==> src/rtl/uart_tx_arbiter.sv <==
// Round-robin arbiter that shares one uart_tx serializer between NUM_REQ byte producers.
// Each grant optionally sends a source tag {4'hA, id} before the data byte, with a per-byte watchdog.
module uart_tx_arbiter #(
  parameter  int NUM_REQ        = 4,
  parameter  int TAG_EN         = 1,
  parameter  int TIMEOUT_CYCLES = 10416,
  localparam int IDW            = (NUM_REQ > 1) ? $clog2(NUM_REQ) : 1
) (
  input  logic                   clk,
  input  logic                   rst_n_i,
  input  logic [NUM_REQ-1:0]     req_valid_i,
  input  logic [8*NUM_REQ-1:0]   req_data_i,
  output logic [NUM_REQ-1:0]     req_ready_o,
  output logic [7:0]             utx_data_o,
  output logic                   utx_start_o,
  input  logic                   utx_done_i,
  output logic                   busy_o,
  output logic [IDW-1:0]         grant_id_o,
  output logic                   timeout_o
);

  localparam int             WDW      = $clog2(TIMEOUT_CYCLES + 1);
  localparam logic [WDW-1:0] WD_LOAD  = WDW'(TIMEOUT_CYCLES - 1);
  localparam logic [IDW:0]   NREQ_W   = (IDW+1)'(NUM_REQ);
  localparam logic [IDW-1:0] LAST_RST = IDW'(NUM_REQ - 1);

  typedef enum logic [2:0] {
    S_IDLE       = 3'd0,
    S_START_TAG  = 3'd1,
    S_WAIT_TAG   = 3'd2,
    S_START_DATA = 3'd3,
    S_WAIT_DATA  = 3'd4
  } state_t;

  state_t             r_state;
  logic [IDW-1:0]     r_last;
  logic [IDW-1:0]     r_grant;
  logic [7:0]         r_byte;
  logic [7:0]         r_data;
  logic               r_start;
  logic               r_busy;
  logic               r_timeout;
  logic [WDW-1:0]     r_wd;

  logic [2*NUM_REQ-1:0] w_dbl;
  logic [2*NUM_REQ-1:0] w_rot;
  logic [IDW-1:0]       w_off;
  logic [IDW:0]         w_sum;
  logic [IDW-1:0]       w_k;
  logic                 w_any;
  logic [8*NUM_REQ-1:0] w_data_sh;
  logic [7:0]           w_byte;
  logic [7:0]           w_tag;
  logic                 w_expired;

  // Rotate the valids so bit 0 is the requester right after the last grant.
  assign w_dbl = {req_valid_i, req_valid_i};
  assign w_rot = w_dbl >> ({1'b0, r_last} + (IDW+1)'(1));
  assign w_any = |req_valid_i;

  // Lowest set bit of the rotated valids is the round-robin offset.
  always_comb begin
    w_off = '0;
    for (int i = NUM_REQ - 1; i >= 0; i--) begin
      w_off = w_rot[i] ? IDW'(i) : w_off;
    end
  end

  assign w_sum       = {1'b0, r_last} + (IDW+1)'(1) + {1'b0, w_off};
  assign w_k         = (w_sum >= NREQ_W) ? IDW'(w_sum - NREQ_W) : w_sum[IDW-1:0];
  assign w_data_sh   = req_data_i >> {w_k, 3'b000};
  assign w_byte      = w_data_sh[7:0];
  assign w_tag       = {4'hA, 4'(w_k)};
  assign w_expired   = (r_wd <= WDW'(1));
  assign req_ready_o = (rst_n_i && (r_state == S_IDLE) && w_any) ?
                       (NUM_REQ'(1'b1) << w_k) : '0;

  assign utx_data_o  = r_data;
  assign utx_start_o = r_start;
  assign busy_o      = r_busy;
  assign grant_id_o  = r_grant;
  assign timeout_o   = r_timeout;

  // Arbitration FSM; outputs are set on the transition into the state that owns them.
  always_ff @(posedge clk or negedge rst_n_i) begin
    if (!rst_n_i) begin
      r_state   <= S_IDLE;
      r_last    <= LAST_RST;
      r_grant   <= '0;
      r_byte    <= 8'h00;
      r_data    <= 8'h00;
      r_start   <= 1'b0;
      r_busy    <= 1'b0;
      r_timeout <= 1'b0;
      r_wd      <= '0;
    end else begin
      r_start   <= 1'b0;
      r_timeout <= 1'b0;
      case (r_state)
        S_IDLE: begin
          if (w_any) begin
            r_byte  <= w_byte;
            r_grant <= w_k;
            r_last  <= w_k;
            r_busy  <= 1'b1;
            r_start <= 1'b1;
            if (TAG_EN != 0) begin
              r_data  <= w_tag;
              r_state <= S_START_TAG;
            end else begin
              r_data  <= w_byte;
              r_state <= S_START_DATA;
            end
          end else begin
            r_state <= S_IDLE;
          end
        end
        S_START_TAG: begin
          r_wd    <= WD_LOAD;
          r_state <= S_WAIT_TAG;
        end
        S_WAIT_TAG: begin
          // done on the expiry cycle still counts as a completed byte
          if (utx_done_i) begin
            r_data  <= r_byte;
            r_start <= 1'b1;
            r_state <= S_START_DATA;
          end else if (w_expired) begin
            r_timeout <= 1'b1;
            r_busy    <= 1'b0;
            r_state   <= S_IDLE;
          end else begin
            r_wd <= r_wd - WDW'(1);
          end
        end
        S_START_DATA: begin
          r_wd    <= WD_LOAD;
          r_state <= S_WAIT_DATA;
        end
        S_WAIT_DATA: begin
          if (utx_done_i) begin
            r_busy  <= 1'b0;
            r_state <= S_IDLE;
          end else if (w_expired) begin
            r_timeout <= 1'b1;
            r_busy    <= 1'b0;
            r_state   <= S_IDLE;
          end else begin
            r_wd <= r_wd - WDW'(1);
          end
        end
        default: begin
          r_busy  <= 1'b0;
          r_state <= S_IDLE;
        end
      endcase
    end
  end

endmodule
==> config.mk <==
export PLATFORM = sky130hd
export DESIGN_NAME = uart_tx_arbiter
export DESIGN_NICKNAME = d
export VERILOG_FILES = /design/src/rtl/uart_tx_arbiter.sv
export SDC_FILE = /design/constraint.sdc
export NUM_CORES = 1
export LEC_CHECK = 0
export CAP_MARGIN = 20
export CORE_UTILIZATION = 53
export DETAILED_ROUTE_END_ITERATION = 7
export HOLD_SLACK_MARGIN = 0.1
export PLACE_DENSITY = 0.92
export SLEW_MARGIN = 5
export SYNTH_ARGS = -nofsm -noshare
export SYNTH_HDL_FRONTEND = slang
export SYNTH_SLANG_ARGS = --single-unit
==> constraint.sdc <==
create_clock -name clk -period 6.5 [get_ports clk]
set_input_delay 1.3 -clock clk [delete_from_list [all_inputs] [get_ports clk]]
set_output_delay 1.3 -clock clk [all_outputs]
set_load 0.01 [all_outputs]
==> impl_results.md <==
- Status: finished, final reports clean
- Core area: 4115 sq um
- Startpoint Class: input port
- CTS tree: built
- Clock sinks: 40
- ANT cells: 0
- Yosys top cell by area: dfrtp_1
- Reg2reg start: r_last[1]$_DFFE_PN1P_
- Max-cap viol count: 0
- CTS buffer count: 5
- Nets: 350
- Slew at the pin closest to its max-slew limit: 0.8436 ns
- Detailed Route Iter0 Violations: 169
- Setup ws final: 0.8300 ns
- Placed Area: 2898 sq um
- First-pass GRT wire length: 8.963 mm
- Worst EP arrival: 4.37 ns
- Row cnt: 23
- Top-count cell post-synth: dfrtp_1
- Die Y: 68.25 um
- Setup Buffers After CTS: 0
- Worst r2r path cells: 10
- Clock skew: 0.005452 ns
- Die area: 4657 sq um
- Post-DP HPWL: 4.156 mm
- Yosys warns: 0
- IO buf count: 55
- Largest net degree at the start of global routing: 43
- CTS max path bufs: 2
- Netlist cell types: 46
- Hold Buf Count CTS: 0
- Vias in the first global route: 1,858
- Via/cell ratio: 5.930
- Skew-Pair Late Insertion Delay: 0.29 ns
- Final wirelength: 5.638 mm
- Initial antenna violation count: 0
- Gr ovfl total: 0
- GPL Wtd Cong: 0.8016
- Relative slew slack: 0.4359
- Maximum vdd ir drop: 0.3930 mV
- CP max FO: 11
- Total GRT Usage: 0.2665
- Reg2Reg Setup Slack: 3.52 ns
- Place WS: 0.8841 ns
- Post-CTS sizing: 0
- Final Setup Violations: 0
- I/O pin count: 56
- Post-layout min period: 5.670 ns
- Critical Path End Type: output port
- Worst hold slack: 0.4898 ns
- Crit Path Category: in -> out
- Root Driver: clkbuf_8
- FF-to-FF End: r_byte[4]$_DFFE_PN0P_
- Sequential area share after synthesis: 0.4314
- Critical path endpoint: req_ready_o[3]
- Die Span X: 68.25 um
- Top cell type's share of synthesized area: 0.4088
- DRC viols: 0
- Mapped Area: 2326 sq um
- Slew Viols, Final: 0
- Largest cells by area after synthesis: dfrtp_1, nand2_1, nor2b_1, xnor2_1, nor2_1
- Area grow syn2layout: 28.03%
- WL per Instance: 15.70 um
- Period utilisation layout: 0.8723
- Post-Syn Area per Cell: 9.086 sq um
- Fraction of layout cells with a size suffix above 1: 0.05825
- Vias post-DR: 2,129
- FMAX: 176.4 MHz
- Fin cells: 359
- Final ANT Viol Nets: 0
- Worst Hold Class: reg -> reg
- Clock slew at the register clock pins of the worst setup and hold paths: 0.07 ns
- Cells after DPL: 351
- Critical path data required time: 5.20 ns
- Flops & latches, synth: 40
- Synth Instances: 256
- H-tree Lvls: 2
- First-pass DRT Iterations: 4
- Post-synth EDFFs: 0
- P per Cell Area: 439.8 nW/um^2
- Post-synthesis net count: 298
- RSZ-0062 raised after global routing: no
- Main flop type after synthesis: dfrtp_1
- Crit path from: req_valid_i[0]
- Initial Utilization: 0.5652
- Post-synth top cells: dfrtp_1, nand2_1, nor2_1
- Final Hold Viols: 0
- Async SR Flop Fraction: 1.000
- Final instance area: 2978 sq um
- Fill count: 315
- Leakage: 1.163 nW
- Total negative slack: 0 ns
==> registers in the layout, indices dropped and copies added, names as in the netlist <==
signal,cells
utx_data_o,8
r_last,2
busy_o,1
r_state,3
r_wd,14
timeout_o,1
grant_id_o,2
r_byte,8
utx_start_o,1
==> per-stage QoR <==
| step | power [mW] | utilization |
|---|---|---|
| after global placement | 1.112 | 0.7042 |
| after floorplan | 0.9041 | - |
| final | 1.310 | 0.7236 |
| after global routing | 1.415 | 0.7236 |
| after CTS | 1.305 | 0.7236 |
| after detailed placement | 1.141 | 0.7042 |
==> final cells by class <==
cell class | instances | area, sq um | share of cell area
inverters | 8 | 30.03 | 0.01008
repair buffers | 58 | 568.0 | 0.1908
clock buffers | 8 | 80.08 | 0.02689
well taps | 50 | 62.56 | 0.02101
flip-flops and latches | 40 | 1003 | 0.3370
multi-input cells | 195 | 1234 | 0.4143
==> layer usage <==
metal,up-vias,share of wire,GRT usage
li1,1046,-,-
met1,1008,0.44,0.3427
met2,67,0.50,0.4412
met3,8,0.042,0.06000
met4,0,0.013,0.08333
met5,-,0,0
==> worst max-delay path, cell delays in order <==
cell             delay (ns)
clkdlybuf4s50_1        0.54
nand2_1                0.07
nand2_1                0.07
o21ai_0                0.11
a221o_1                0.36
o31ai_1                0.07
ha_1                   0.25
xnor2_1                0.10
o21ai_1                0.38
nand2_1                0.26
nor3_1                 0.27
clkdlybuf4s50_1        0.58
==> placed cells by master (no fill, tap or decap), types with 5 or more instances in the layout <==
cell / count
a221oi_1: 8
nand2_1: 31
a22o_1: 5
clkbuf_8: 5
dfrtp_1: 38
a2111oi_0: 8
or3_1: 6
inv_1: 7
nor2b_1: 17
o31ai_1: 10
nor2_1: 23
xnor2_1: 10
o21ai_0: 9
nor3_1: 9
clkdlybuf4s50_1: 54
nor4_1: 5
o21ai_1: 7
a21oi_1: 11
==> how the worst min path moves through the flow <==
| stage | from | endpoint | slack, ns | cells past startpoint |
|---|---|---|---|---|
| finish | r_byte[2]$_DFFE_PN0P_ | utx_data_o[2]$_DFFE_PN0P_ | 0.49 | 1 |
| CTS | r_byte[2]$_DFFE_PN0P_ | utx_data_o[2]$_DFFE_PN0P_ | 0.49 | 1 |
| detailed placement | utx_data_o[7]$_DFFE_PN0P_ | utx_data_o[7]$_DFFE_PN0P_ | 0.48 | 2 |
| global route | r_byte[2]$_DFFE_PN0P_ | utx_data_o[2]$_DFFE_PN0P_ | 0.52 | 1 |
| floorplan | r_byte[5]$_DFFE_PN0P_ | r_byte[5]$_DFFE_PN0P_ | 0.45 | 2 |
| global placement | grant_id_o[0]$_DFFE_PN0P_ | grant_id_o[0]$_DFFE_PN0P_ | 0.46 | 2 |
==> report_power, final <==
group,switching (mW),internal (mW),leakage (nW)
clock,0.0775,0.0762,0.0395
combinational,0.434,0.300,0.651
sequential,0.0806,0.342,0.473
total,0.592,0.718,1.16
==> cell families (layout without fill, tap and decap cells) <==
family          after synthesis  in the layout  share of synthesized area
simple gates                108            108                     0.2480
compound gates               72             72                     0.2211
flops                        40             40                     0.4314
buf+inv                      21             74                    0.03819
xor+xnor                     12             12                    0.04519
fa+ha+maj                     3              3                    0.01614
Power figures use the tool's default switching activity.
